## src/rtl/sys_bus_arbiter.sv

```systemverilog
// Two-master, one-slave system bus arbiter with round-robin fairness,
// latched request forwarding and a watchdog that aborts unanswered accesses.
module sys_bus_arbiter #(
    parameter int unsigned      CPU_WIDTH = 32,
    parameter int unsigned      ACC_W     = 4,
    parameter logic [ACC_W-1:0] ACC_NONE  = '0,
    parameter int unsigned      TIMEOUT   = 255
) (
    input  logic                 clk,
    input  logic                 rst,
    input  logic [CPU_WIDTH-1:0] m0_addr,
    input  logic [ACC_W-1:0]     m0_access_type,
    input  logic [CPU_WIDTH-1:0] m0_wdata,
    output logic [CPU_WIDTH-1:0] m0_rdata,
    output logic                 m0_done,
    input  logic [CPU_WIDTH-1:0] m1_addr,
    input  logic [ACC_W-1:0]     m1_access_type,
    input  logic [CPU_WIDTH-1:0] m1_wdata,
    output logic [CPU_WIDTH-1:0] m1_rdata,
    output logic                 m1_done,
    output logic [CPU_WIDTH-1:0] s_addr,
    output logic [ACC_W-1:0]     s_access_type,
    output logic [CPU_WIDTH-1:0] s_wdata,
    input  logic [CPU_WIDTH-1:0] s_rdata,
    input  logic                 s_ready,
    output logic [1:0]           grant,
    output logic                 timeout_err
);

    localparam int unsigned     WD_W    = $clog2(TIMEOUT + 1);
    localparam logic [WD_W-1:0] WD_LAST = WD_W'(TIMEOUT - 1);

    typedef enum logic [1:0] {
        IDLE,
        BUSY0,
        BUSY1
    } state_t;

    state_t          state;
    logic [WD_W-1:0] wd;
    logic            last_m1;
    logic            req0;
    logic            req1;
    logic            pick1;

    // A master in its done cycle is still holding the old request; it only
    // counts as a new request from the following cycle on.
    assign req0  = (m0_access_type != ACC_NONE) && !m0_done;
    assign req1  = (m1_access_type != ACC_NONE) && !m1_done;
    assign pick1 = req1 && (!req0 || !last_m1);

    always_ff @(posedge clk) begin
        if (rst) begin
            state         <= IDLE;
            grant         <= '0;
            s_addr        <= '0;
            s_access_type <= ACC_NONE;
            s_wdata       <= '0;
            m0_rdata      <= '0;
            m1_rdata      <= '0;
            m0_done       <= 1'b0;
            m1_done       <= 1'b0;
            timeout_err   <= 1'b0;
            last_m1       <= 1'b1;
            wd            <= '0;
        end else begin
            m0_done     <= 1'b0;
            m1_done     <= 1'b0;
            timeout_err <= 1'b0;
            case (state)
                IDLE: begin
                    if (req0 || req1) begin
                        wd      <= '0;
                        last_m1 <= pick1;
                        if (pick1) begin
                            state         <= BUSY1;
                            grant         <= 2'b10;
                            s_addr        <= m1_addr;
                            s_access_type <= m1_access_type;
                            s_wdata       <= m1_wdata;
                        end else begin
                            state         <= BUSY0;
                            grant         <= 2'b01;
                            s_addr        <= m0_addr;
                            s_access_type <= m0_access_type;
                            s_wdata       <= m0_wdata;
                        end
                    end
                end
                BUSY0, BUSY1: begin
                    // s_ready wins over the watchdog on the final wait cycle.
                    if (s_ready || wd == WD_LAST) begin
                        state         <= IDLE;
                        grant         <= '0;
                        s_access_type <= ACC_NONE;
                        timeout_err   <= !s_ready;
                        if (state == BUSY1) begin
                            m1_done  <= 1'b1;
                            m1_rdata <= s_ready ? s_rdata : '0;
                        end else begin
                            m0_done  <= 1'b1;
                            m0_rdata <= s_ready ? s_rdata : '0;
                        end
                    end else begin
                        wd <= wd + WD_W'(1);
                    end
                end
                default: state <= IDLE;
            endcase
        end
    end

endmodule

```

## config.mk

```make
export PLATFORM = sky130hd
export DESIGN_NAME = sys_bus_arbiter
export DESIGN_NICKNAME = d
export VERILOG_FILES = /design/src/rtl/sys_bus_arbiter.sv
export SDC_FILE = /design/constraint.sdc
export NUM_CORES = 1
export LEC_CHECK = 0
export BUFFER_PORTS_ARGS = -buffer_cell sky130_fd_sc_hd__buf_4
export CELL_PAD_IN_SITES_DETAIL_PLACEMENT = 2
export CELL_PAD_IN_SITES_GLOBAL_PLACEMENT = 2
export CORE_MARGIN = 5
export CORE_UTILIZATION = 26
export CTS_CLUSTER_SIZE = 16
export DETAILED_ROUTE_END_ITERATION = 7
export GPL_TIMING_DRIVEN = 0
export MAX_ROUTING_LAYER = met4
export PLACE_DENSITY_LB_ADDON = 0.1
export REMOVE_ABC_BUFFERS = 1
export SYNTH_ARGS = -nofsm -noshare
export SYNTH_HDL_FRONTEND = slang
export SYNTH_SLANG_ARGS = --single-unit
```

## constraint.sdc

```tcl
create_clock -name clk -period 2.61 [get_ports clk]
set_input_delay 0.3915 -clock clk [delete_from_list [all_inputs] [get_ports clk]]
set_output_delay 0.3915 -clock clk [all_outputs]
set_load 0.01 [all_outputs]
```

==> flow_summary_export.csv <==
group,metric,value,unit
outcome,status,"finished clean",
min_path,min_path_cells,2,
global_routing,grt-ovfl-total,0,
die,core-area,23330,µm²
yosys,synth-edff-count,0,
layout,fillCellCount,2567,
cts,numClockSinks,148,
placement,port_buffers,307,
drt,wl_met2,15040,µm
drt,wl_met3,1921,µm
min_path,worstHoldPathType,"in -> reg",
die,die_x,163.3,µm
layout,area_growth,53.64,%
yosys,synth-main-ff-cell,"dfxtp_1",
global_routing,grt_pass1_wl,42880,µm
sta,tns,0,ns
pwr,ir_worst_vdd,0.4177,mV
yosys,yosys-top-cells-area,"dfxtp_1, a221o_1, nand4_1",
sta,slew_headroom,0.4079,
yosys,async_reset_ff_frac,0,
die,rows,56,
setup_path,worstPathCellList,"inv_1 > ha_4 > and4_1 > a21oi_4 > buf_4 > buf_12 > o21ai_0 > a21oi_1",
cts,clockBufferDepth,2,
pwr,fin_total_pwr,0.01040,W
placement,hpwlAfterDp,20830,µm
sta,drv_slew,0,
yosys,synthTopCellsByCount,"dfxtp_1, o21ai_0, a21oi_1, nand4_1, and2_1",
setup_path,max_stage_delay,0.55,ns
sta,hold_violations,0,
drt,dr.pass1.iters,5,
die,initial_utilization,0.2620,
drt,antenna_left,0,
drt,via_count,6407,
yosys,synth_cells,635,
cts,cts_tree,"done",
setup_path,worstPathArrival,2.60,ns
setup_path,crit_slowest_cell,"ha_4",
sta,fin_crit_sh,0.8908,
global_routing,grt_pass1_vias,7333,
setup_path,rr_startpoint,"state[1]",
die,die_y,163.3,µm
cts,htreeDepth,4,
yosys,synth.most_common_cell,"dfxtp_1",
setup_path,critPathKind,"reg -> reg",
yosys,synth_top_area_share,0.4847,
drt,wl_per_cell,22.53,µm
drt,m1WireLength,10530,µm
pwr,power.leakage,3.956,nW
sta,fin_worst_skew,0.01520,ns
setup_path,r2r_slack,0.28,ns
setup_path,critPathRequiredTime,2.88,ns
sta,fin_crit,2.325,ns
run,drv_cap,0,
drt,routed_wl,28060,µm
cts,clk_latency,0.43,ns
layout,design_area,9393,µm²
layout,fin_util,0.4026,
pwr,power_density,1107,nW/µm²
yosys,synth.distinct_cells,45,
yosys,synth_top_area_cell,"dfxtp_1",
setup_path,timing.rr.end,"m0_rdata[29]",
setup_path,worstPathMaxFanout,41,
global_routing,antenna_found_initial,0,
cts,clkSlewWorstSetupHoldPaths,0.07,ns
setup_path,r2r_cells,8,
layout,fin_nets,1087,
setup_path,worst_setup_path_start_kind,"register",
drt,drc,0,
cts,numCtsBuffers,17,
yosys,synth.avg_cell_area,9.627,µm²
placement,post-place-ws,-0.4602,ns
min_path,min_to,"s_wdata[6]",
setup_path,crit_path_end_kind,"register",
cts,hold_buffers,0,
sta,clock.fmax,430.1,MHz
die,ioPinCount,308,
global_routing,grt_max_degree,79,
yosys,seq_area_frac_synth,0.4847,
drt,dr.first_iter.drc_count,227,
sta,fin_ws,0.2850,ns
die,dieArea,26680,µm²
sta,tightest_slew,0.8882,ns
yosys,syn_area,6113,µm²
min_path,worstHoldStart,"m0_wdata[6]",
drt,topRoutingLayerUsed,"met4",
cts,root_buffer,"clkbuf_16",
placement,gp_congestion,0.8002,
sta,rsz0062_at_grt,"false",
sta,setup_viol,0,
global_routing,grt.total_usage,0.2126,
drt,viasPerCell,5.146,
placement,place_area,8766,µm²
yosys,ys_ff_latch,148,
layout,drive_gt1_frac,0.4227,
yosys,yosysWarnings,0,
-- final cells by class --
type | count | area [µm²] | area share
clock buffers | 17 | 425.4 | 0.04529
clock inverters | 15 | 142.6 | 0.01519
inverters | 6 | 22.52 | 0.002398
diodes | 1 | 2.502 | 0.0002664
multi-input cells | 414 | 2874 | 0.3060
flip-flops and latches | 148 | 2963 | 0.3154
well taps | 319 | 399.1 | 0.04249
repair buffers | 325 | 2564 | 0.2729
-- routing by layer --
metal,track usage,vias up
met2,0.3747,161
li1,-,2980
met1,0.2260,3232
met4,0.06176,0
met5,-,-
met3,0.07393,34
-- logic make-up (layout without fill, tap and decap cells) --
family | after synthesis | count (layout) | share of synthesized area
AO/OA/AOI/OAI | 230 | 231 | 0.2685
adder cells (fa/ha/maj) | 4 | 4 | 0.008187
buffers and inverters | 74 | 363 | 0.05158
flip-flops | 148 | 148 | 0.4846
multiplexers | 4 | 4 | 0.006550
other | 0 | 1 | 0
AND/OR/NAND/NOR | 175 | 175 | 0.1805
-- power by group --
part	switching, W	total (W)	internal [W]	leakage, nW
sequential	0.000419	0.00336	0.00294	1.21
clock	0.00110	0.00244	0.00134	0.287
combinational	0.00251	0.00460	0.00210	2.46
-- worst max path at each step --
stage	cells after the start	startpoint	slack (ns)	to
4_1_cts	8	state[0]	0.04	s_wdata[23]
3_5_place_dp	6	state[0]	-0.46	wd[7]
6_report	8	state[1]	0.28	m0_rdata[29]
5_1_grt	8	m1_access_type[0]	0.11	s_wdata[23]
3_3_place_gp	6	state[0]	-3.18	wd[7]
2_1_floorplan	6	state[0]	-1.16	wd[7]
-- state kept, by name (all words and copies together), names as in the netlist --
signal	flops
wd	8
timeout_err	1
s_wdata	32
grant	2
state	2
last_m1	1
m1_rdata	32
m0_rdata	32
m0_done	1
s_access_type	4
s_addr	32
m1_done	1
-- placed cells by master (no fill, tap or decap), types with 3 or more instances in the layout --
master | Yosys | layout
inv_1 | 6 | 5
nor2_1 | 7 | 7
o2bb2ai_1 | 4 | 4
a31oi_1 | 3 | 3
o21ai_0 | 66 | 66
nand4_1 | 65 | 65
buf_12 | 0 | 4
inv_6 | 0 | 7
clkbuf_16 | 0 | 17
buf_6 | 2 | 5
nand3_1 | 7 | 7
nor2b_1 | 5 | 5
dfxtp_1 | 148 | 148
nor3_1 | 5 | 5
clkinv_2 | 0 | 4
a21oi_1 | 65 | 65
o22ai_1 | 3 | 3
a22o_1 | 3 | 3
nor4_4 | 3 | 3
a221o_2 | 18 | 18
mux2i_1 | 4 | 4
and2_1 | 63 | 63
buf_4 | 1 | 312
nand2_1 | 8 | 8
a221o_1 | 46 | 46
o41ai_1 | 4 | 4
o31ai_1 | 5 | 5
-- stage by stage --
step	hold WS, ns	cells
5_1_grt	0.1617	1244
3_3_place_gp	0.4512	1193
4_1_cts	0.1656	1243
6_report	0.1824	1245
2_1_floorplan	0.4424	567
3_5_place_dp	0.4615	1206
-- what timing repair did --
item | in CTS | in global routing
setup endpoints to repair | 65 | 17
hold endpoints to repair | 0 | 0
pin swaps | 2 | 1
gates resized for setup | 1 | 0
cloned | 1 | 0
buffers inserted | 4 | 1
-- critical path, delay by kind of cell, from the launching register on --
kind                     cells  cell delay, ns
flip-flops                   1            0.36
adder cells (fa/ha/maj)      1            0.55
AO/OA/AOI/OAI                3            0.44
AND/OR/NAND/NOR              1            0.41
buffers and inverters        3            0.40
Note: power is estimated with default switching activity, not from simulation.
